### src/rtl/scarv_cpu_cop_if_pkg.sv
// Shared types and constants for the CPU-side COP instruction interface.
package scarv_cpu_cop_if_pkg;

    localparam int unsigned XLEN       = 32;
    localparam int unsigned REG_ADDR_W = 5;
    localparam int unsigned RESULT_W   = 3;

    // COP instruction result codes
    localparam logic [RESULT_W-1:0] SCARV_COP_INSN_SUCCESS = 3'b000;
    localparam logic [RESULT_W-1:0] SCARV_COP_INSN_ABORT   = 3'b001;
    localparam logic [RESULT_W-1:0] SCARV_COP_INSN_BAD_INS = 3'b010;
    localparam logic [RESULT_W-1:0] SCARV_COP_INSN_BAD_LAD = 3'b100;
    localparam logic [RESULT_W-1:0] SCARV_COP_INSN_BAD_SAD = 3'b101;
    localparam logic [RESULT_W-1:0] SCARV_COP_INSN_LD_ERR  = 3'b110;
    localparam logic [RESULT_W-1:0] SCARV_COP_INSN_ST_ERR  = 3'b111;

    // Interface FSM states
    typedef enum logic [2:0] {
        SCARV_CPU_COP_FSM_IDLE  = 3'd0,
        SCARV_CPU_COP_FSM_REQ   = 3'd1,
        SCARV_CPU_COP_FSM_WAIT  = 3'd2,
        SCARV_CPU_COP_FSM_HOLD  = 3'd3,
        SCARV_CPU_COP_FSM_DRAIN = 3'd4
    } cop_fsm_t;

    // Writeback payload held for the pipeline
    typedef struct packed {
        logic                  wen;
        logic [REG_ADDR_W-1:0] waddr;
        logic [XLEN-1:0]       wdata;
        logic [RESULT_W-1:0]   result;
        logic                  timeout;
    } cop_wb_t;

    // A faulting instruction never writes a GPR
    function automatic logic gpr_wen(input logic wen, input logic [RESULT_W-1:0] result);
        return wen && (result == SCARV_COP_INSN_SUCCESS);
    endfunction

endpackage

### src/rtl/scarv_cpu_cop_wdog.sv
// Watchdog for an outstanding COP instruction: counts waiting cycles and
// flags expiry on the last allowed cycle.
module scarv_cpu_cop_wdog #(
    parameter int unsigned TIMEOUT_CYCLES = 1024
) (
    input  logic g_clk,
    input  logic g_reset,
    input  logic clr,
    input  logic run,
    output logic expire_c
);

    localparam int unsigned CNT_W = (TIMEOUT_CYCLES > 1) ? $clog2(TIMEOUT_CYCLES) : 1;
    localparam logic [CNT_W-1:0] LIMIT = CNT_W'(TIMEOUT_CYCLES - 1);

    logic [CNT_W-1:0] cnt_q;

    // Cycle counter: cleared on entry to a waiting state, advances while waiting
    always_ff @(posedge g_clk) begin
        if (g_reset) begin
            cnt_q <= '0;
        end else if (clr) begin
            cnt_q <= '0;
        end else if (run) begin
            cnt_q <= cnt_q + CNT_W'(1);
        end
    end

    assign expire_c = run && (cnt_q == LIMIT);

endmodule

### src/rtl/scarv_cpu_cop_if.sv
// CPU-side initiator of the CPU/COP instruction interface. Issues one ISE
// instruction to the COP, runs the req/ack and rsp/ack handshakes, handles
// pipeline flushes and returns the writeback to the pipeline.
// Optional feature: define SCARV_CPU_COP_TIMEOUT_EN to add a watchdog that
// abandons an instruction after TIMEOUT_CYCLES cycles without a response.
module scarv_cpu_cop_if
    import scarv_cpu_cop_if_pkg::*;
#(
    parameter int unsigned TIMEOUT_CYCLES = 1024
) (
    input  logic                  g_clk,
    input  logic                  g_reset,

    input  logic                  pipe_valid,
    output logic                  pipe_ready,
    input  logic [XLEN-1:0]       pipe_insn,
    input  logic [XLEN-1:0]       pipe_rs1,
    input  logic                  pipe_flush,

    output logic                  wb_valid,
    input  logic                  wb_ready,
    output logic                  wb_wen,
    output logic [REG_ADDR_W-1:0] wb_waddr,
    output logic [XLEN-1:0]       wb_wdata,
    output logic [RESULT_W-1:0]   wb_result,
    output logic                  wb_timeout,

    output logic                  cpu_insn_req,
    input  logic                  cop_insn_ack,
    output logic                  cpu_abort_req,
    output logic [XLEN-1:0]       cpu_insn_enc,
    output logic [XLEN-1:0]       cpu_rs1,

    input  logic                  cop_wen,
    input  logic [REG_ADDR_W-1:0] cop_waddr,
    input  logic [XLEN-1:0]       cop_wdata,
    input  logic [RESULT_W-1:0]   cop_result,
    input  logic                  cop_insn_rsp,
    output logic                  cpu_insn_ack
);

    cop_fsm_t state_q;
    cop_fsm_t state_d;
    cop_wb_t  wb_q;

    logic accept_c;
    logic capture_c;
    logic timeout_c;
    logic abort_d;
    logic wd_expire_c;

    // A limit below 2 would expire on the first waiting cycle
    if (TIMEOUT_CYCLES < 2) begin : g_bad_timeout
        $error("scarv_cpu_cop_if: TIMEOUT_CYCLES must be at least 2");
    end

`ifdef SCARV_CPU_COP_TIMEOUT_EN
    logic wd_clr_c;
    logic wd_run_c;

    assign wd_clr_c = (state_d != state_q) &&
                      ((state_d == SCARV_CPU_COP_FSM_WAIT) || (state_d == SCARV_CPU_COP_FSM_DRAIN));
    assign wd_run_c = ((state_q == SCARV_CPU_COP_FSM_WAIT) || (state_q == SCARV_CPU_COP_FSM_DRAIN)) &&
                      !cop_insn_rsp;

    scarv_cpu_cop_wdog #(
        .TIMEOUT_CYCLES (TIMEOUT_CYCLES)
    ) u_wdog (
        .g_clk    (g_clk),
        .g_reset  (g_reset),
        .clr      (wd_clr_c),
        .run      (wd_run_c),
        .expire_c (wd_expire_c)
    );
`else
    assign wd_expire_c = 1'b0;
`endif

    // State register
    always_ff @(posedge g_clk) begin
        if (g_reset) begin
            state_q <= SCARV_CPU_COP_FSM_IDLE;
        end else begin
            state_q <= state_d;
        end
    end

    // Next-state logic
    always_comb begin
        state_d = state_q;
        case (state_q)
            SCARV_CPU_COP_FSM_IDLE: begin
                if (pipe_valid && !pipe_flush) state_d = SCARV_CPU_COP_FSM_REQ;
            end
            SCARV_CPU_COP_FSM_REQ: begin
                // Once the COP has accepted, it must be drained even if flushed
                if (cop_insn_ack)    state_d = pipe_flush ? SCARV_CPU_COP_FSM_DRAIN : SCARV_CPU_COP_FSM_WAIT;
                else if (pipe_flush) state_d = SCARV_CPU_COP_FSM_IDLE;
            end
            SCARV_CPU_COP_FSM_WAIT: begin
                if (cop_insn_rsp)     state_d = pipe_flush ? SCARV_CPU_COP_FSM_IDLE : SCARV_CPU_COP_FSM_HOLD;
                else if (pipe_flush)  state_d = SCARV_CPU_COP_FSM_DRAIN;
                else if (wd_expire_c) state_d = SCARV_CPU_COP_FSM_HOLD;
            end
            SCARV_CPU_COP_FSM_HOLD: begin
                if (wb_ready || pipe_flush) state_d = SCARV_CPU_COP_FSM_IDLE;
            end
            SCARV_CPU_COP_FSM_DRAIN: begin
                if (cop_insn_rsp || wd_expire_c) state_d = SCARV_CPU_COP_FSM_IDLE;
            end
            default: state_d = SCARV_CPU_COP_FSM_IDLE;
        endcase
    end

    // Output decode and datapath events
    always_comb begin
        pipe_ready   = 1'b0;
        cpu_insn_req = 1'b0;
        cpu_insn_ack = 1'b0;
        wb_valid     = 1'b0;
        accept_c     = 1'b0;
        capture_c    = 1'b0;
        timeout_c    = 1'b0;
        abort_d      = 1'b0;
        case (state_q)
            SCARV_CPU_COP_FSM_IDLE: begin
                pipe_ready = !g_reset;
                accept_c   = pipe_valid && !pipe_flush;
            end
            SCARV_CPU_COP_FSM_REQ: begin
                cpu_insn_req = 1'b1;
                abort_d      = cop_insn_ack && pipe_flush;
            end
            SCARV_CPU_COP_FSM_WAIT: begin
                cpu_insn_ack = cop_insn_rsp;
                capture_c    = cop_insn_rsp && !pipe_flush;
                abort_d      = !cop_insn_rsp && (pipe_flush || wd_expire_c);
                timeout_c    = !cop_insn_rsp && !pipe_flush && wd_expire_c;
            end
            SCARV_CPU_COP_FSM_HOLD: begin
                wb_valid = 1'b1;
            end
            SCARV_CPU_COP_FSM_DRAIN: begin
                cpu_insn_ack = cop_insn_rsp;
                abort_d      = !cop_insn_rsp && wd_expire_c;
            end
            default: begin
            end
        endcase
    end

    // Registered instruction, abort pulse and writeback payload
    always_ff @(posedge g_clk) begin
        if (g_reset) begin
            cpu_insn_enc  <= '0;
            cpu_rs1       <= '0;
            cpu_abort_req <= 1'b0;
            wb_q          <= '0;
        end else begin
            cpu_abort_req <= abort_d;
            if (accept_c) begin
                cpu_insn_enc <= pipe_insn;
                cpu_rs1      <= pipe_rs1;
            end
            if (capture_c) begin
                wb_q.wen     <= gpr_wen(cop_wen, cop_result);
                wb_q.waddr   <= cop_waddr;
                wb_q.wdata   <= cop_wdata;
                wb_q.result  <= cop_result;
                wb_q.timeout <= 1'b0;
            end else if (timeout_c) begin
                wb_q.wen     <= 1'b0;
                wb_q.waddr   <= '0;
                wb_q.wdata   <= '0;
                wb_q.result  <= SCARV_COP_INSN_BAD_INS;
                wb_q.timeout <= 1'b1;
            end
        end
    end

    assign wb_wen     = wb_q.wen;
    assign wb_waddr   = wb_q.waddr;
    assign wb_wdata   = wb_q.wdata;
    assign wb_result  = wb_q.result;
    assign wb_timeout = wb_q.timeout;

endmodule

### config.mk
export PLATFORM = sky130hd
export DESIGN_NAME = scarv_cpu_cop_if
export DESIGN_NICKNAME = d
export VERILOG_FILES = /design/src/rtl/scarv_cpu_cop_if_pkg.sv /design/src/rtl/scarv_cpu_cop_wdog.sv /design/src/rtl/scarv_cpu_cop_if.sv
export SDC_FILE = /design/constraint.sdc
export NUM_CORES = 1
export LEC_CHECK = 0
export ABC_AREA = 1
export CAP_MARGIN = 20
export CORE_MARGIN = 3
export CORE_UTILIZATION = 35
export DETAILED_ROUTE_END_ITERATION = 6
export PLACE_DENSITY = 0.72
export SYNTH_ARGS = -nofsm -noshare
export SYNTH_HDL_FRONTEND = slang
export SYNTH_SLANG_ARGS = --single-unit
### constraint.sdc
create_clock -name g_clk -period 1.15 [get_ports g_clk]
set_input_delay 0.23 -clock g_clk [delete_from_list [all_inputs] [get_ports g_clk]]
set_output_delay 0.23 -clock g_clk [all_outputs]
set_load 0.01 [all_outputs]
==> results.py, run 1 <==
metrics = {
    "synth": {
        "synthFlopType": "dfxtp_1",
        "synth-edff-count": 0,
        "syn_nets": 634,
        "synth-seq-cells": 109,
        "yosys_warnings": 0,
        "ys_seq_area_share_pct": 53.3,
        "synth_common_cells": "220 x nor2_1, 109 x dfxtp_1, 56 x o21ai_1",
        "yosysMostFrequentCell": "nor2_1",
        "synth_area_leaders": "dfxtp_1 53%, nor2_1 20%, o21ai_1 6.8%, o21ai_0 5.3%, buf_12 2.0%",
        "synth_top_area_share_pct": 53.3,
        "synthArstFlopShare_pct": 0,
        "avgSynthCellArea_sq_um": 7.85,
        "netlist_area_sq_mm": 0.00410,
        "yosysUniqueCellTypes": 26,
        "syn_inst": 522,
        "yosys.area.top_type": "dfxtp_1",
    },
    "setup_path": {
        "cp_top_family": "buffers and inverters",
        "startpoint_type": "register",
        "arrival_ps": 1780,
        "setup.worst_path.end_class": "register",
        "cp_slowest_stage_delay_ps": 360,
        "cpMaxStageDelayCell": "dfxtp_4",
        "crit_type": "register to register",
        "crit_path_max_fanout": 8,
        "worst-endpoint-required_ps": 1430,
        "cp_cell_sequence": "nor2_4 > nand2_4 > buf_6 > nor2_4 > buf_8 > buf_12 > buf_12 > o21ai_4 > nor2_1",
        "crit_buf_inv": 4,
    },
    "route": {
        "ant_nets": 0,
        "post_drt_via_cell_ratio": 4.87,
        "routed_wl_um": 15300,
        "drc": 0,
        "drt-initial-drc-count": 213,
        "post_drt_wl_per_cell_um": 16.5,
        "dr.pass1.iters": 4,
        "via_count": 4523,
    },
    "finish": {
        "syn_to_final_growth_pct": 84.9,
        "finalInstanceArea_sq_mm": 0.00757,
        "nNetsFinal": 897,
        "seq_area_sq_mm": 0.00224,
        "insertedDiodeCount": 0,
        "fillers": 884,
        "drive_above_1_share_pct": 43.9,
        "postLayoutCoreUtil_pct": 68.1,
        "multi_input_area_sq_mm": 0.00208,
        "post_layout_nonfiller_instances": 928,
    },
    "clock_tree": {
        "cts_tree": "built",
        "cts_buffers": 9,
        "path_clk_slew_ps": 70,
        "clockBufferDepth": 2,
        "root_buffer": "clkbuf_16",
        "clk_latency_ps": 350,
        "htree_levels": 3,
        "postCtsHoldBufs": 0,
        "cts_sinks": 109,
    },
    "global_route": {
        "grtUsageTotal_pct": 21.4,
        "grt_use_met1_pct": 25.1,
        "grt_pass1_wl_um": 22100,
        "top_usage_layer": "met2",
        "grt_pass1_vias": 4363,
        "grt_max_degree": 57,
        "antenna_found_initial": 0,
        "grt_overflow": 0,
        "use_met2_pct": 36.1,
        "met3_usage_pct": 6.77,
    },
    "timing": {
        "period_minus_slack_ps": 1500,
        "fin_ws_ps": -351,
        "fin_crit_sh_pct": 131,
        "max_freq_ghz": 0.666,
        "final_hold_viol_count": 0,
        "clock_skew_ps": 6.92,
        "setup_viol": 112,
        "rsz0062_at_grt": "yes",
        "maxSlewViolCount": 0,
    },
    "placed_design": {
        "preCtsSetupSlack_ps": -587,
        "portBuffers": 221,
        "dp.cells": 880,
        "place_congestion": 0.827,
        "post_dp_cell_area_sq_mm": 0.00654,
        "dpl.hpwl_um": 9340,
    },
    "pwr": {
        "p_leak_nw": 3.35,
        "ir_worst_vdd_mv": 1.06,
        "total_power_w": 0.0129,
        "powerDensity_mw_per_mm2": 1710,
    },
    "floorplanning": {
        "ios": 223,
        "core-area_sq_mm": 0.0111,
        "initial_core_util_pct": 36.8,
        "rows": 38,
        "die_area_sq_mm": 0.0130,
        "dieHeight_um": 114,
        "fp.dieW_um": 114,
    },
    "run": {
        "cap_violations": 0,
    },
    "min_path": {
        "hp-class": "primary input to register",
    },
    "status": {
        "violations": "negative setup slack",
        "outcome": "finished, violations left",
    },
}
[power by group]
part           switching (W)  internal (W)
registers           0.000392       0.00437
clock network        0.00131       0.00172
logic                0.00242       0.00270
[cells in the final DEF, fill, tap and decap left out, types with 2 or more instances in the layout]
cell / Yosys / final
a21oi_1: 5 / 4
buf_12: 4 / 10
buf_16: 0 / 6
buf_2: 11 / 78
buf_4: 5 / 30
buf_6: 0 / 7
buf_8: 3 / 7
clkbuf_1: 9 / 2
clkbuf_16: 0 / 15
clkbuf_2: 1 / 7
clkdlybuf4s15_2: 0 / 22
clkdlybuf4s50_1: 0 / 111
dfxtp_1: 109 / 68
dfxtp_2: 0 / 38
dfxtp_4: 0 / 3
inv_1: 10 / 8
inv_2: 3 / 3
nand2_1: 18 / 13
nand2_2: 0 / 4
nand2_4: 1 / 2
nand3_1: 9 / 7
nand3_2: 0 / 2
nor2_1: 220 / 166
nor2_2: 0 / 31
nor2_4: 3 / 26
o21ai_0: 43 / 38
o21ai_1: 56 / 18
o21ai_2: 4 / 41
o21ai_4: 0 / 6
[worst paths after layout]
path / from / to / slack [ps] / depth (start not counted)
worst max-delay path: state_q[1] / cpu_insn_enc[20] / -350 / 9
worst min-delay path: pipe_insn[19] / cpu_insn_enc[19] / 460 / 3
worst max register to register: state_q[1] / cpu_insn_enc[20] / -350 / 9
worst min register to register: wb_wen / wb_wen / 470 / 2
[sequential cells by signal, indices dropped and copies added (netlist names)]
name,cells
cpu_insn_enc,32
cpu_rs1,32
wb_wdata,32
wb_waddr,5
state_q,3
wb_result,3
cpu_abort_req,1
wb_wen,1
[cells by family after synthesis]
group / Yosys count / share of synthesized area (%)
and+or+nand+nor: 254 / 24.8
AOI/OAI and AO/OA: 111 / 14.1
DFF: 109 / 53.3
buffers and inverters: 47 / 7.79
other: 1 / 0.0915
[per-stage QoR]
stage	TNS [ps]	hold WS (ps)
after floorplan	-4710	299
after global placement	-49100	450
after detailed placement	-53620	464
after CTS	-31720	453
after global routing	-42540	467
final	-33400	458
[routing by layer]
layer | part of all wire, % | vias up
li1 | - | 2200
met1 | 41 | 2118
met2 | 49 | 187
met3 | 8.5 | 18
met4 | 1.6 | 0
met5 | 0 | -
[area by class of cell]
type | count | share of cell area [%]
tap | 140 | 2.31
clock inverter | 2 | 0.463
inverter | 13 | 0.843
timing repair inverter | 1 | 0.116
sequential | 109 | 29.6
multi-input combinational | 366 | 27.5
clock buffer | 12 | 3.26
timing repair buffer | 285 | 35.9
[tightest hold or removal path: stages]
cell and delay (ps):
clkdlybuf4s50_1 390, nor2_1 100, nor2_1 40
[timing repair]
action,CTS,global route
pin swaps,16,48
gates resized for setup,460,172
buffers inserted,8,12
gates cloned,6,9
setup endpoints to repair,218,161
Power figures use the tool's default switching activity.
==> run 2, diff against run 1 <==
--- a/config.mk
+++ b/config.mk
@@ -14,3 +14,4 @@
 export SYNTH_ARGS = -nofsm -noshare
 export SYNTH_HDL_FRONTEND = slang
 export SYNTH_SLANG_ARGS = --single-unit
+export TNS_END_PERCENT = 30
==> results.py, run 2 (synthesis gave the netlist of run 1 again) <==
metrics = {
    "pwr": {
        "power.share.clock_pct": 24.6,
        "sw_frac_of_total_pct": 31.6,
        "combPwrFrac_pct": 37.6,
        "switching_power_w": 0.00392,
        "internal_power_w": 0.00850,
        "ir_worst_vdd_mv": 1.00,
        "p_leak_nw": 3.40,
        "p_seq_share_pct": 37.8,
        "powerDensity_mw_per_mm2": 1690,
    },
    "placed_design": {
        "post_dp_cell_area_sq_mm": 0.00658,
        "preCtsSetupSlack_ps": -579,
        "place_congestion": 0.912,
        "dpl.hpwl_um": 9470,
        "portBuffers": 221,
    },
    "timing": {
        "setup_viol": 113,
        "max_freq_ghz": 0.677,
        "fin_tns_setup_ps": -29260,
        "fin_ws_ps": -326,
        "period_minus_slack_ps": 1480,
        "maxSlewViolCount": 0,
        "fin_crit_sh_pct": 128,
        "final_hold_viol_count": 0,
        "clock_skew_ps": 6.30,
        "rsz0062_at_grt": "yes",
    },
    "global_route": {
        "grt_overflow": 0,
        "grt_max_degree": 37,
        "grtUsageTotal_pct": 22.4,
        "met3_usage_pct": 7.56,
        "grt_use_met1_pct": 25.6,
        "grt_pass1_vias": 4524,
        "use_met2_pct": 39.1,
        "top_usage_layer": "met2",
        "antenna_found_initial": 0,
        "grt_pass1_wl_um": 23200,
    },
    "route": {
        "post_drt_wl_per_cell_um": 16.4,
        "via_count": 4498,
        "dr.pass1.iters": 4,
        "post_drt_via_cell_ratio": 4.84,
        "ant_nets": 0,
        "drt-initial-drc-count": 238,
        "routed_wl_um": 15200,
        "drc": 0,
    },
    "finish": {
        "layout_commonest_cell": "nor2_1",
        "postLayoutCoreUtil_pct": 66.1,
        "insertedDiodeCount": 0,
        "syn_to_final_growth_pct": 79.4,
        "mostFrequentLayoutCells": "185 x nor2_1, 111 x clkdlybuf4s50_1, 91 x buf_2, 68 x dfxtp_1, 52 x o21ai_1",
        "finalInstanceArea_sq_mm": 0.00735,
        "drive_above_1_share_pct": 38.1,
        "nNetsFinal": 897,
    },
    "floorplanning": {
        "initial_core_util_pct": 36.8,
        "fp.dieW_um": 114,
        "dieHeight_um": 114,
        "ios": 223,
        "rows": 38,
        "die_area_sq_mm": 0.0130,
        "core-area_sq_mm": 0.0111,
    },
    "min_path": {
        "hp-class": "primary input to register",
        "hold-path-endpoint": "cpu_rs1[27]",
        "hold_start": "pipe_rs1[27]",
        "min_path_cells": 3,
    },
    "clock_tree": {
        "clk_latency_ps": 350,
        "root_buffer": "clkbuf_16",
        "path_clk_slew_ps": 70,
        "cts_tree": "built",
        "clockBufferDepth": 2,
        "htree_levels": 3,
        "cts_sinks": 109,
        "cts_buffers": 9,
    },
    "setup_path": {
        "timing.rr.start": "state_q[1]",
        "cpMaxStageDelayCell": "dfxtp_4",
        "cp_slowest_stage_delay_ps": 370,
        "setup.worst_path.end_class": "register",
        "reg2regPathDepth": 9,
        "crit_buf_inv": 4,
        "arrival_ps": 1760,
        "worst-endpoint-required_ps": 1440,
        "rrSetupSlack_ps": -330,
        "startpoint_type": "register",
        "cp_top_family": "buffers and inverters",
        "crit_type": "register to register",
        "cp.depth": 9,
        "startpoint": "state_q[1]",
        "crit_path_max_fanout": 7,
        "r2r-end": "cpu_insn_enc[22]",
        "cp_cell_sequence": "nor2_4 > nand2_4 > buf_6 > nor2_4 > buf_12 > buf_12 > clkbuf_16 > o21ai_4 > nor2_1",
    },
    "run": {
        "cap_violations": 0,
    },
    "status": {
        "violations": "negative setup slack",
        "outcome": "finished, violations left",
    },
}
-- run 2: changes by cell type in the layout (fill, tap and decap cells not counted), sizes merged --
cell / previous run / this run
buf: 138 / 152
clkbuf: 25 / 23
clkdlybuf4s15: 23 / 12
inv: 13 / 14
bufinv: 1 / 0
clkinvlp: 0 / 1
-- run 2: per-stage QoR --
| stage | total power (W) | hold WS, ps | cells |
|---|---|---|---|
| detailed placement | 0.00841 | 465 | 884 |
| global route | 0.0131 | 458 | 930 |
| finish | 0.0124 | 454 | 930 |
| CTS | 0.0122 | 452 | 922 |
| global placement | 0.00833 | 462 | 884 |
| floorplan | 0.00651 | 299 | 522 |
-- run 2: final cells by class --
| type | count | area, sq um |
|---|---|---|
| Fill cell | 910 | 3770 |
| Timing Repair Buffer | 285 | 2720 |
| Sequential cell | 109 | 2240 |
| Multi-Input combinational cell | 366 | 1850 |
| Clock buffer | 13 | 280 |
| Tap cell | 140 | 175 |
| Inverter | 13 | 70.1 |
| Clock inverter | 3 | 17.5 |
| Timing Repair inverter | 1 | 3.75 |
-- run 2: power by group through the flow --
| stage | logic [W] | clock network [W] | registers [W] |
|---|---|---|---|
| 2_1_floorplan | 0.00162 | 0 | 0.00489 |
| 3_5_place_dp | 0.00370 | 0 | 0.00470 |
| 4_1_cts | 0.00446 | 0.00311 | 0.00466 |
| 3_3_place_gp | 0.00365 | 0 | 0.00468 |
| 5_1_grt | 0.00503 | 0.00328 | 0.00477 |
| 6_report | 0.00468 | 0.00305 | 0.00470 |
-- run 2: worst max path at each step --
| stage | end | slack (ps) |
|---|---|---|
| finish | cpu_insn_enc[22] | -330 |
| global route | cpu_rs1[21] | -400 |
| CTS | cpu_insn_ack | -320 |
| detailed placement | wb_wen | -580 |
| global placement | wb_wen | -540 |
| floorplan | cpu_insn_enc[10] | -50 |
-- run 2: worst reg2reg max path, cell delays in order (launching register included) --
cell,delay [ps]
dfxtp_4,370
nor2_4,150
nand2_4,70
buf_6,120
nor2_4,90
buf_12,160
buf_12,150
clkbuf_16,160
o21ai_4,50
nor2_1,90
-- run 2: routing by layer --
metal / vias to the layer above / part of all wire [%]
met5: - / 0
met4: 0 / 1.5
met1: 2084 / 40
li1: 2198 / -
met2: 199 / 49
met3: 17 / 9.4
-- run 2: timing repair --
| action | 4_1_cts | 5_1_grt |
|---|---|---|
| buffers inserted | 11 | 5 |
| pin swaps | 12 | 19 |
| gates resized for setup | 479 | 110 |
| gates cloned | 11 | 5 |
| hold buffers | 0 | 0 |
| setup endpoints to repair | 218 | 177 |
